==> src/rtl/arb_pkg.sv <==
// Shared types and the circular first-set-bit search used by every arbiter level.
package arb_pkg;

  // Widest vector rr_pick can search; N must not exceed this.
  localparam int unsigned PICK_MAX_W = 64;
  localparam int unsigned PICK_IDX_W = 6;

  typedef enum logic {
    IDLE = 1'b0,
    OWN  = 1'b1
  } arb_state_e;

  typedef struct packed {
    logic                  found;
    logic [PICK_IDX_W-1:0] idx;
  } pick_t;

  // First set bit of vec[w-1:0], scanning upward from ptr and wrapping at w.
  function automatic pick_t rr_pick(input logic [PICK_MAX_W-1:0] vec,
                                    input logic [PICK_IDX_W-1:0] ptr,
                                    input int unsigned           w);
    pick_t       res;
    int unsigned k;
    res = '0;
    k   = 0;
    for (int unsigned i = 0; i < PICK_MAX_W; i++) begin
      if ((i < w) && !res.found) begin
        k = (32'(ptr) + i) % w;
        if (vec[k[PICK_IDX_W-1:0]]) begin
          res.found = 1'b1;
          res.idx   = k[PICK_IDX_W-1:0];
        end
      end
    end
    return res;
  endfunction

endpackage

==> src/rtl/arbiter_tree_rr_leaf.sv <==
// W-wide round-robin picker with a pointer that advances past the winner on upd_i.
module rr_leaf
  import arb_pkg::*;
#(
  parameter  int unsigned W  = 2,
  localparam int unsigned IW = (W > 1) ? $clog2(W) : 1
) (
  input  logic          clk,
  input  logic          rst_n,
  input  logic [W-1:0]  vec_i,
  input  logic          upd_i,
  output logic          found_c_o,
  output logic [IW-1:0] idx_c_o
);

  logic [IW-1:0]         ptr_q;
  logic [IW-1:0]         ptr_d;
  logic [PICK_MAX_W-1:0] vec_ext;
  pick_t                 pick;

  // Combinational pick plus next pointer value.
  always_comb begin
    vec_ext          = '0;
    vec_ext[W-1:0]   = vec_i;
    pick             = rr_pick(vec_ext, PICK_IDX_W'(ptr_q), W);
    found_c_o        = pick.found;
    idx_c_o          = IW'(pick.idx);
    ptr_d            = ptr_q;
    if (upd_i && pick.found) begin
      ptr_d = IW'((32'(pick.idx) + 32'd1) % W);
    end
  end

  // Pointer register; reset gives lowest index top priority.
  always_ff @(posedge clk) begin
    if (!rst_n) begin
      ptr_q <= '0;
    end else begin
      ptr_q <= ptr_d;
    end
  end

endmodule

==> src/rtl/arbiter_tree_rr.sv <==
// Two-level round-robin tree arbiter with transaction lock and hold timeout.
module arbiter_tree_rr
  import arb_pkg::*;
#(
  parameter int unsigned N        = 8,
  parameter int unsigned LEAF     = 2,
  parameter int unsigned MAX_HOLD = 16
) (
  input  logic                 clk,
  input  logic                 rst_n,
  input  logic [N-1:0]         req,
  output logic [N-1:0]         grant,
  output logic                 grant_valid,
  output logic [$clog2(N)-1:0] grant_id,
  output logic                 preempt
);

  localparam int unsigned G         = N / LEAF;
  localparam int unsigned IDW       = $clog2(N);
  localparam int unsigned LIW       = (LEAF > 1) ? $clog2(LEAF) : 1;
  localparam int unsigned RIW       = (G > 1) ? $clog2(G) : 1;
  localparam int unsigned HW        = (MAX_HOLD > 0) ? $clog2(MAX_HOLD + 1) : 1;
  localparam int unsigned HOLD_LAST = (MAX_HOLD > 0) ? MAX_HOLD - 1 : 0;

  arb_state_e     state_q, state_d;
  logic [HW-1:0]  hold_q, hold_d;
  logic [N-1:0]   grant_q, grant_d;
  logic [IDW-1:0] gid_q, gid_d;
  logic           valid_q, valid_d;
  logic           pre_q, pre_d;

  logic           owner_req_c;
  logic           expiry_c;
  logic           issue_c;
  logic [N-1:0]   masked_req_c;
  logic [G-1:0]   grp_req_c;
  logic [LIW-1:0] leaf_idx_c [G];
  logic [G-1:0]   leaf_upd_c;
  logic           root_found_c;
  logic [RIW-1:0] root_idx_c;
  logic [LIW-1:0] win_local_c;
  logic [IDW-1:0] win_id_c;
  logic [N-1:0]   win_onehot_c;

  // Owner status and request masking on hold expiry.
  always_comb begin
    owner_req_c  = req[gid_q];
    expiry_c     = (state_q == OWN) && owner_req_c && (MAX_HOLD != 0) &&
                   (hold_q == HW'(HOLD_LAST));
    masked_req_c = expiry_c ? (req & ~grant_q) : req;
  end

  for (genvar g = 0; g < G; g++) begin : g_leaf
    rr_leaf #(.W(LEAF)) u_leaf (
      .clk       (clk),
      .rst_n     (rst_n),
      .vec_i     (masked_req_c[g*LEAF +: LEAF]),
      .upd_i     (leaf_upd_c[g]),
      .found_c_o (grp_req_c[g]),
      .idx_c_o   (leaf_idx_c[g])
    );
  end

  rr_leaf #(.W(G)) u_root (
    .clk       (clk),
    .rst_n     (rst_n),
    .vec_i     (grp_req_c),
    .upd_i     (issue_c),
    .found_c_o (root_found_c),
    .idx_c_o   (root_idx_c)
  );

  // Global winner from the root choice and that group's local pick.
  always_comb begin
    win_local_c = '0;
    leaf_upd_c  = '0;
    for (int unsigned g = 0; g < G; g++) begin
      if (RIW'(g) == root_idx_c) begin
        win_local_c   = leaf_idx_c[g];
        leaf_upd_c[g] = issue_c;
      end
    end
    win_id_c     = IDW'(32'(root_idx_c) * LEAF + 32'(win_local_c));
    win_onehot_c = {{(N-1){1'b0}}, 1'b1} << win_id_c;
  end

  // Ownership FSM: next state, hold counter and next output values.
  always_comb begin
    state_d = state_q;
    hold_d  = hold_q;
    grant_d = grant_q;
    gid_d   = gid_q;
    valid_d = valid_q;
    pre_d   = 1'b0;
    issue_c = 1'b0;
    case (state_q)
      IDLE: begin
        issue_c = root_found_c;
      end
      OWN: begin
        if (!owner_req_c) begin
          if (root_found_c) begin
            issue_c = 1'b1;
          end else begin
            state_d = IDLE;
            grant_d = '0;
            gid_d   = '0;
            valid_d = 1'b0;
            hold_d  = '0;
          end
        end else if (expiry_c) begin
          if (root_found_c) begin
            issue_c = 1'b1;
            pre_d   = 1'b1;
          end else begin
            hold_d = '0;
          end
        end else begin
          hold_d = hold_q + HW'(1);
        end
      end
      default: begin
        state_d = IDLE;
        grant_d = '0;
        gid_d   = '0;
        valid_d = 1'b0;
        hold_d  = '0;
      end
    endcase
    if (issue_c) begin
      state_d = OWN;
      grant_d = win_onehot_c;
      gid_d   = win_id_c;
      valid_d = 1'b1;
      hold_d  = '0;
    end
  end

  // State and output registers.
  always_ff @(posedge clk) begin
    if (!rst_n) begin
      state_q <= IDLE;
      hold_q  <= '0;
      grant_q <= '0;
      gid_q   <= '0;
      valid_q <= 1'b0;
      pre_q   <= 1'b0;
    end else begin
      state_q <= state_d;
      hold_q  <= hold_d;
      grant_q <= grant_d;
      gid_q   <= gid_d;
      valid_q <= valid_d;
      pre_q   <= pre_d;
    end
  end

  assign grant       = grant_q;
  assign grant_valid = valid_q;
  assign grant_id    = gid_q;
  assign preempt     = pre_q;

endmodule

==> config.mk <==
export PLATFORM = sky130hd
export DESIGN_NAME = arbiter_tree_rr
export DESIGN_NICKNAME = d
export VERILOG_FILES = /design/src/rtl/arb_pkg.sv /design/src/rtl/arbiter_tree_rr_leaf.sv /design/src/rtl/arbiter_tree_rr.sv
export SDC_FILE = /design/constraint.sdc
export NUM_CORES = 1
export LEC_CHECK = 0
export ABC_CLOCK_PERIOD_IN_PS = 4400
export CAP_MARGIN = 25
export CORE_UTILIZATION = 29
export CTS_CLUSTER_DIAMETER = 40
export DETAILED_ROUTE_END_ITERATION = 6
export PLACE_DENSITY = 0.55
export SYNTH_ARGS = -nofsm -noshare
export SYNTH_HDL_FRONTEND = slang
export SYNTH_HIERARCHICAL = 1
export SYNTH_SLANG_ARGS = --single-unit
==> constraint.sdc <==
create_clock -name clk -period 4.4 [get_ports clk]
set_clock_uncertainty 0.2 [all_clocks]
set_input_delay 1.32 -clock clk [delete_from_list [all_inputs] [get_ports clk]]
set_output_delay 1.32 -clock clk [all_outputs]
set_load 0.005 [all_outputs]
==> results.cfg, run 1 <==
[outcome]
status = finished, final reports clean

[clocking]
cts.sinks = 25
cts_buffers = 3
clkSlewWorstSetupHoldPaths_ns = 0.09
clk_latency_ns = 0.28
cts_buffer_depth = 2
cts_tree = done
cts_root_buf = clkbuf_8
htreeDepth = 1

[worst_setup_path]
timing.rr.start = grant_id[0]$_SDFFE_PN0P_
worst-r2r-cell-count = 13
cp_data_required_time_ns = 4.37
r2r_slack_ns = 0.72
cp_max_fo = 8
critPathArrivalTime_ns = 4.27
crit_path_end_kind = register
critPathLaunchType = input pin
critical_path_class = input pin to register

[sta]
finalMaxSlewViolations = 0
fmax_mhz = 233
setup_ws_ns = 0.100
hold_viol_final = 0
max_slew_margin = 0.747
rsz0062_at_grt = no
finalSetupViolations = 0
fin_crit_sh = 0.977
min_period_ns = 4.30
worst_slew_pin_slew_ns = 0.370

[route]
vias = 1573
dr.pass1.iters = 4
drc_errors = 0
wl_per_cell_um = 14.8
drt_iter0_drc = 102
via_per_inst = 5.16
antenna_left = 0
drt_wl_total_mm = 4.51

[final_layout]
nNetsFinal = 246
final_area_mm2 = 0.00228
n_antenna_cell = 0
drive_above_1_share = 0.283
syn2layout_area_growth_pct = 38.9

[placement]
dpl_worst_slack_ns = -0.520
post_dp_cell_area_mm2 = 0.00214
port_buffers = 22
place_congestion = 0.787
hpwlAfterDp_mm = 3.24

[global_routing]
grt_util_all_layers = 0.160
grt_max_degree = 30
grt_pass1_wl_mm = 7.53
grt_remaining_overflow = 0
antenna_found_initial = 0
grt_pass1_vias = 1519

[floorplan]
coreArea_mm2 = 0.00547
die_x_um = 77.2
dieArea_mm2 = 0.00596
io_pins = 23
num_rows = 27
die_h_um = 77.2
initial_core_util = 0.299

[min_path]
worst_hold_path_type = register to register
hold_depth = 1

[synthesis]
yosys_warnings = 6
synth-seq-area-share = 0.305
synth_ff_type = dfxtp_1
async_flop_share = 0
synth_area_leaders = dfxtp_1 (31%), a21boi_0 (6.0%), mux4_2 (4.1%)
synth_fp_nets = 195
netlist_area_mm2 = 0.00164
synth.top_cell.area_share = 0.305
synth_edf_count = 0
yosysTopAreaCell = dfxtp_1
synth_common_cells = dfxtp_1 (25), a21boi_0 (13), nand2_1 (13), a21oi_1 (12)
synth_cells = 183
ys_types = 52
ys_ff_latch = 25
synth_most_common_cell = dfxtp_1
post_synth.cell_area_avg_um2 = 8.96

[pwr]
vdd_drop_max_mv = 0.163
leakagePower_nw = 0.869
total_power_mw = 0.801
p_per_area_mw_per_mm2 = 352

[job]
drv_cap = 0
==> critical path, cell delays in order <==
cell and delay (ns):
dlygate4sd2_1 0.24, mux2i_1 0.12, mux4_2 0.53, nor2_4 0.22, buf_6 0.14, a21boi_0 0.13, or2_4 0.30, or4_4 0.55
buf_4 0.19, nand2_1 0.09, nor3_1 0.06, and4b_1 0.20, a31o_1 0.18
==> area by class of cell <==
cell class                 instances  area (um2)
multi-input combinational        137        1120
inverter                          10        37.5
fill                             555        3200
sequential                        25         500
tap                               72        90.1
clock buffer                       3        41.3
clock inverter                     1        7.51
timing repair buffer              57         482
==> stage by stage <==
step / hold WS [ns] / std cells / util / TNS [ns]
floorplan: 0.264 / 183 / - / -0.00998
detailed placement: 0.288 / 297 / 0.392 / -7.93
global route: 0.340 / 305 / 0.416 / 0
global placement: 0.281 / 297 / 0.392 / -7.20
finish: 0.311 / 305 / 0.416 / 0
CTS: 0.310 / 305 / 0.414 / 0
==> cell usage in the layout, fill, tap and decap left out, types with 3 or more instances in the layout <==
cell type	netlist	routed
buf_4	0	33
dfxtp_1	25	25
clkdlybuf4s50_1	0	14
nand2_1	13	13
a21oi_1	12	11
inv_1	9	8
a21boi_0	13	8
dlygate4sd2_1	0	7
mux2i_1	6	6
nor2_1	7	6
nor4_1	5	5
o21a_1	5	5
o21ai_0	6	5
a21boi_2	0	4
a32o_1	4	4
or2_4	0	4
and4b_1	4	4
a31o_1	4	4
mux2_4	3	3
mux4_2	3	3
nand3_1	4	3
a21oi_2	2	3
and2_1	3	3
clkbuf_8	0	3
==> report_power, final <==
part	internal (mW)	total [mW]	leakage (nW)	switching, mW
Clock	0.0643	0.145	0.0217	0.0803
Sequential	0.257	0.291	0.204	0.0340
Combinational	0.193	0.366	0.643	0.173
Total	0.514	0.801	0.869	0.288
==> layer usage <==
| layer | vias to the layer above | global-route usage | wire length [um] |
|---|---|---|---|
| met4 | 0 | 0.0566 | 23 |
| met3 | 2 | 0.0298 | 154 |
| met1 | 743 | 0.237 | 2420 |
| met5 | - | 0 | 0 |
| li1 | 792 | - | - |
| met2 | 36 | 0.227 | 1920 |
==> cell families (layout without fill, tap and decap cells) <==
kind of cell / after synthesis / in the layout / synth area share
buf+inv: 21 / 71 / 0.0527
xor+xnor: 2 / 2 / 0.0107
fa+ha+maj: 2 / 2 / 0.0153
flops: 25 / 25 / 0.305
simple gates: 55 / 55 / 0.192
mux: 13 / 13 / 0.112
compound gates: 65 / 65 / 0.312
==> worst max-delay path by stage <==
stage,startpoint,to,slack [ns],cells past startpoint
2_1_floorplan,req[7],grant[4]$_SDFFE_PN0P_,-0.01,12
3_3_place_gp,req[7],grant[1]$_SDFFE_PN0P_,-0.44,13
4_1_cts,req[7],grant[5]$_SDFFE_PN0P_,0.08,13
5_1_grt,req[1],grant[5]$_SDFFE_PN0P_,0.003,14
6_report,req[1],register,0.1,13
3_5_place_dp,req[7],grant[4]$_SDFFE_PN0P_,-0.52,12
==> repair_timing <==
action,in CTS,in global routing
hold endpoints to repair,0,0
hold buffers,0,0
endpoints found under the setup margin,18,13
pin swaps,10,3
buffers inserted,4,0
gates resized for setup,27,4
No activity file was read; power rests on OpenSTA's default activity.
==> run 2: changes to the inputs <==
ABC_CLOCK_PERIOD_IN_PS = default   (was 4400)
==> results of run 2 <==
Final layout, timing and power as in run 1 (identical DEF).
==> run 3: changes to the inputs <==
CORE_UTILIZATION = 49   (was 29)
PLACE_DENSITY = 0.82   (was 0.55)
==> results.cfg, run 3 (same netlist as run 1, synthesis figures left out) <==
[outcome]
status = finished, final reports clean

[floorplan]
num_rows = 20
initial_core_util = 0.528
coreArea_mm2 = 0.00310
io_pins = 23
die_h_um = 59.8
dieArea_mm2 = 0.00358
die_x_um = 59.8

[global_routing]
grt_pass1_wl_mm = 7.73
antenna_found_initial = 0
grt_pass1_vias = 1721
grt_max_degree = 29
grt_util_all_layers = 0.289
grt_remaining_overflow = 0

[route]
met3_length_um = 284
top_layer = met4
wl_per_cell_um = 16.6
m1WireLength_mm = 1.89
route.met2.wl_mm = 2.27
vias = 1672
via_per_inst = 6.06
antenna_left = 0
drt_iter0_drc = 113
drc_errors = 0
dr.pass1.iters = 4
drt_wl_total_mm = 4.58

[final_layout]
syn2layout_area_growth_pct = 34.0
layout_common_cells = buf_4 (34), dfxtp_1 (25), clkdlybuf4s50_1 (14)
layout_commonest_cell = buf_4
nNetsFinal = 245
drive_above_1_share = 0.280
multiInputGateArea_mm2 = 0.00111
num-fill-cells = 256
fin_util = 0.708
final_area_mm2 = 0.00220
seqCellArea_um2 = 500
n_antenna_cell = 0

[worst_setup_path]
critical_path_class = input pin to register
crit_path_end_kind = register
cp_slowest_stage_delay_ns = 0.58
path_buf_inv = 5
cp_top_family = simple AND/OR/NAND/NOR gates
cp_max_fo = 7
r2r_slack_ns = 0.63
path_cells = dlygate4sd2_1, mux2i_1, mux4_2, nor2_4, a21boi_2, or2_4, buf_4, or4_4, inv_1, buf_4, a21oi_4, buf_4, nor4_1
timing.rr.start = hold_q[1]$_SDFFE_PP0P_
cp_common_cell = buf_4
critPathArrivalTime_ns = 4.27
cp_data_required_time_ns = 4.43
worst-r2r-cell-count = 14
critPathLaunchType = input pin
r2r-end = hold_q[4]$_SDFFE_PP0P_
cpMaxStageDelayCell = or4_4

[clocking]
cts_root_buf = clkbuf_4
clk_latency_ns = 0.32
cts_buffer_depth = 2
htreeDepth = 1
clkSlewWorstSetupHoldPaths_ns = 0.14
cts_tree = done
cts.sinks = 25
cts_buffers = 3

[pwr]
vdd_drop_max_mv = 0.175
p_per_area_mw_per_mm2 = 344
leakagePower_nw = 0.858

[job]
drv_cap = 0

[sta]
fmax_mhz = 236
worst_slew_pin_slew_ns = 0.947
min_period_ns = 4.24
rsz0062_at_grt = no
finalMaxSlewViolations = 0
hold_viol_final = 0
fin_crit_sh = 0.963
max_slew_margin = 0.367
finalSetupViolations = 0

[placement]
place_congestion = 0.833
post_dp_cell_area_mm2 = 0.00209
hpwlAfterDp_mm = 3.33
port_buffers = 22

[min_path]
worst_hold_path_type = register to register
hold_depth = 1
-- run 3: cell types whose count changed in the layout (fill, tap and decap cells not counted), sizes merged --
cell	previous run	this run
buf	35	34
clkdlybuf4s15	1	0
clkinv	1	2
clkinvlp	1	0
dlygate4sd2	7	8
-- run 3: final cells by class --
class                      instances  area share
sequential                        25       0.228
clock buffer                       3      0.0103
tap                               44      0.0251
multi-input combinational        137       0.505
clock inverter                     1     0.00228
inverter                          10      0.0171
timing repair buffer              56       0.212
-- run 3: routing by layer --
metal | vias to the layer above | GRT usage
li1 | 789 | -
met1 | 791 | 0.353
met2 | 74 | 0.506
met3 | 18 | 0.0281
met4 | 0 | 0.136
met5 | - | 0
-- run 3: worst reg2reg max path, stage by stage (launching register included) --
cell and delay, ns:
dfxtp_1 0.41, ha_1 0.19, and3_1 0.17, ha_1 0.38
nand2_1 0.20, nor2_4 0.27, a21boi_2 0.10, or2_4 0.27
buf_4 0.15, or4_4 0.58, inv_1 0.12, buf_4 0.15
a21oi_4 0.04, buf_4 0.19, nor4_1 0.26
-- run 3: how the worst max path moves through the flow --
stage,from,end,slack (ns),cells past startpoint
2_1_floorplan,req[7],grant[4]$_SDFFE_PN0P_,-0.01,12
3_3_place_gp,req[1],u_root/ptr_q[0]$_SDFFE_PN0P_,-0.33,13
3_5_place_dp,req[1],grant[5]$_SDFFE_PN0P_,-0.45,13
4_1_cts,req[1],grant[5]$_SDFFE_PN0P_,0.18,13
5_1_grt,req[1],hold_q[4]$_SDFFE_PP0P_,0.01,13
6_report,req[1],hold_q[4]$_SDFFE_PP0P_,0.16,13
-- run 3: metrics by stage --
step	TNS (ns)	setup slack [ns]	hold WS, ns	std cells	power [mW]
floorplan	-0.00998	-0.00998	0.264	183	0.499
global placement	-5.51	-0.333	0.273	267	0.611
detailed placement	-7.98	-0.454	0.294	267	0.628
CTS	0	0.179	0.327	276	0.747
global route	0	0.0122	0.346	276	0.802
finish	0	0.163	0.326	276	0.756
-- run 3: power by group --
part | internal (mW) | switching (mW)
Clock | 0.0340 | 0.0708
Sequential | 0.257 | 0.0353
Combinational | 0.185 | 0.174
Total | 0.476 | 0.280
-- run 3: what timing repair did --
| item | CTS | global route |
|---|---|---|
| pin swaps | 13 | 1 |
| hold buffers | 0 | 0 |
| resized for setup | 23 | 2 |
| setup endpoints to repair | 12 | 2 |
| buffers inserted | 5 | 0 |
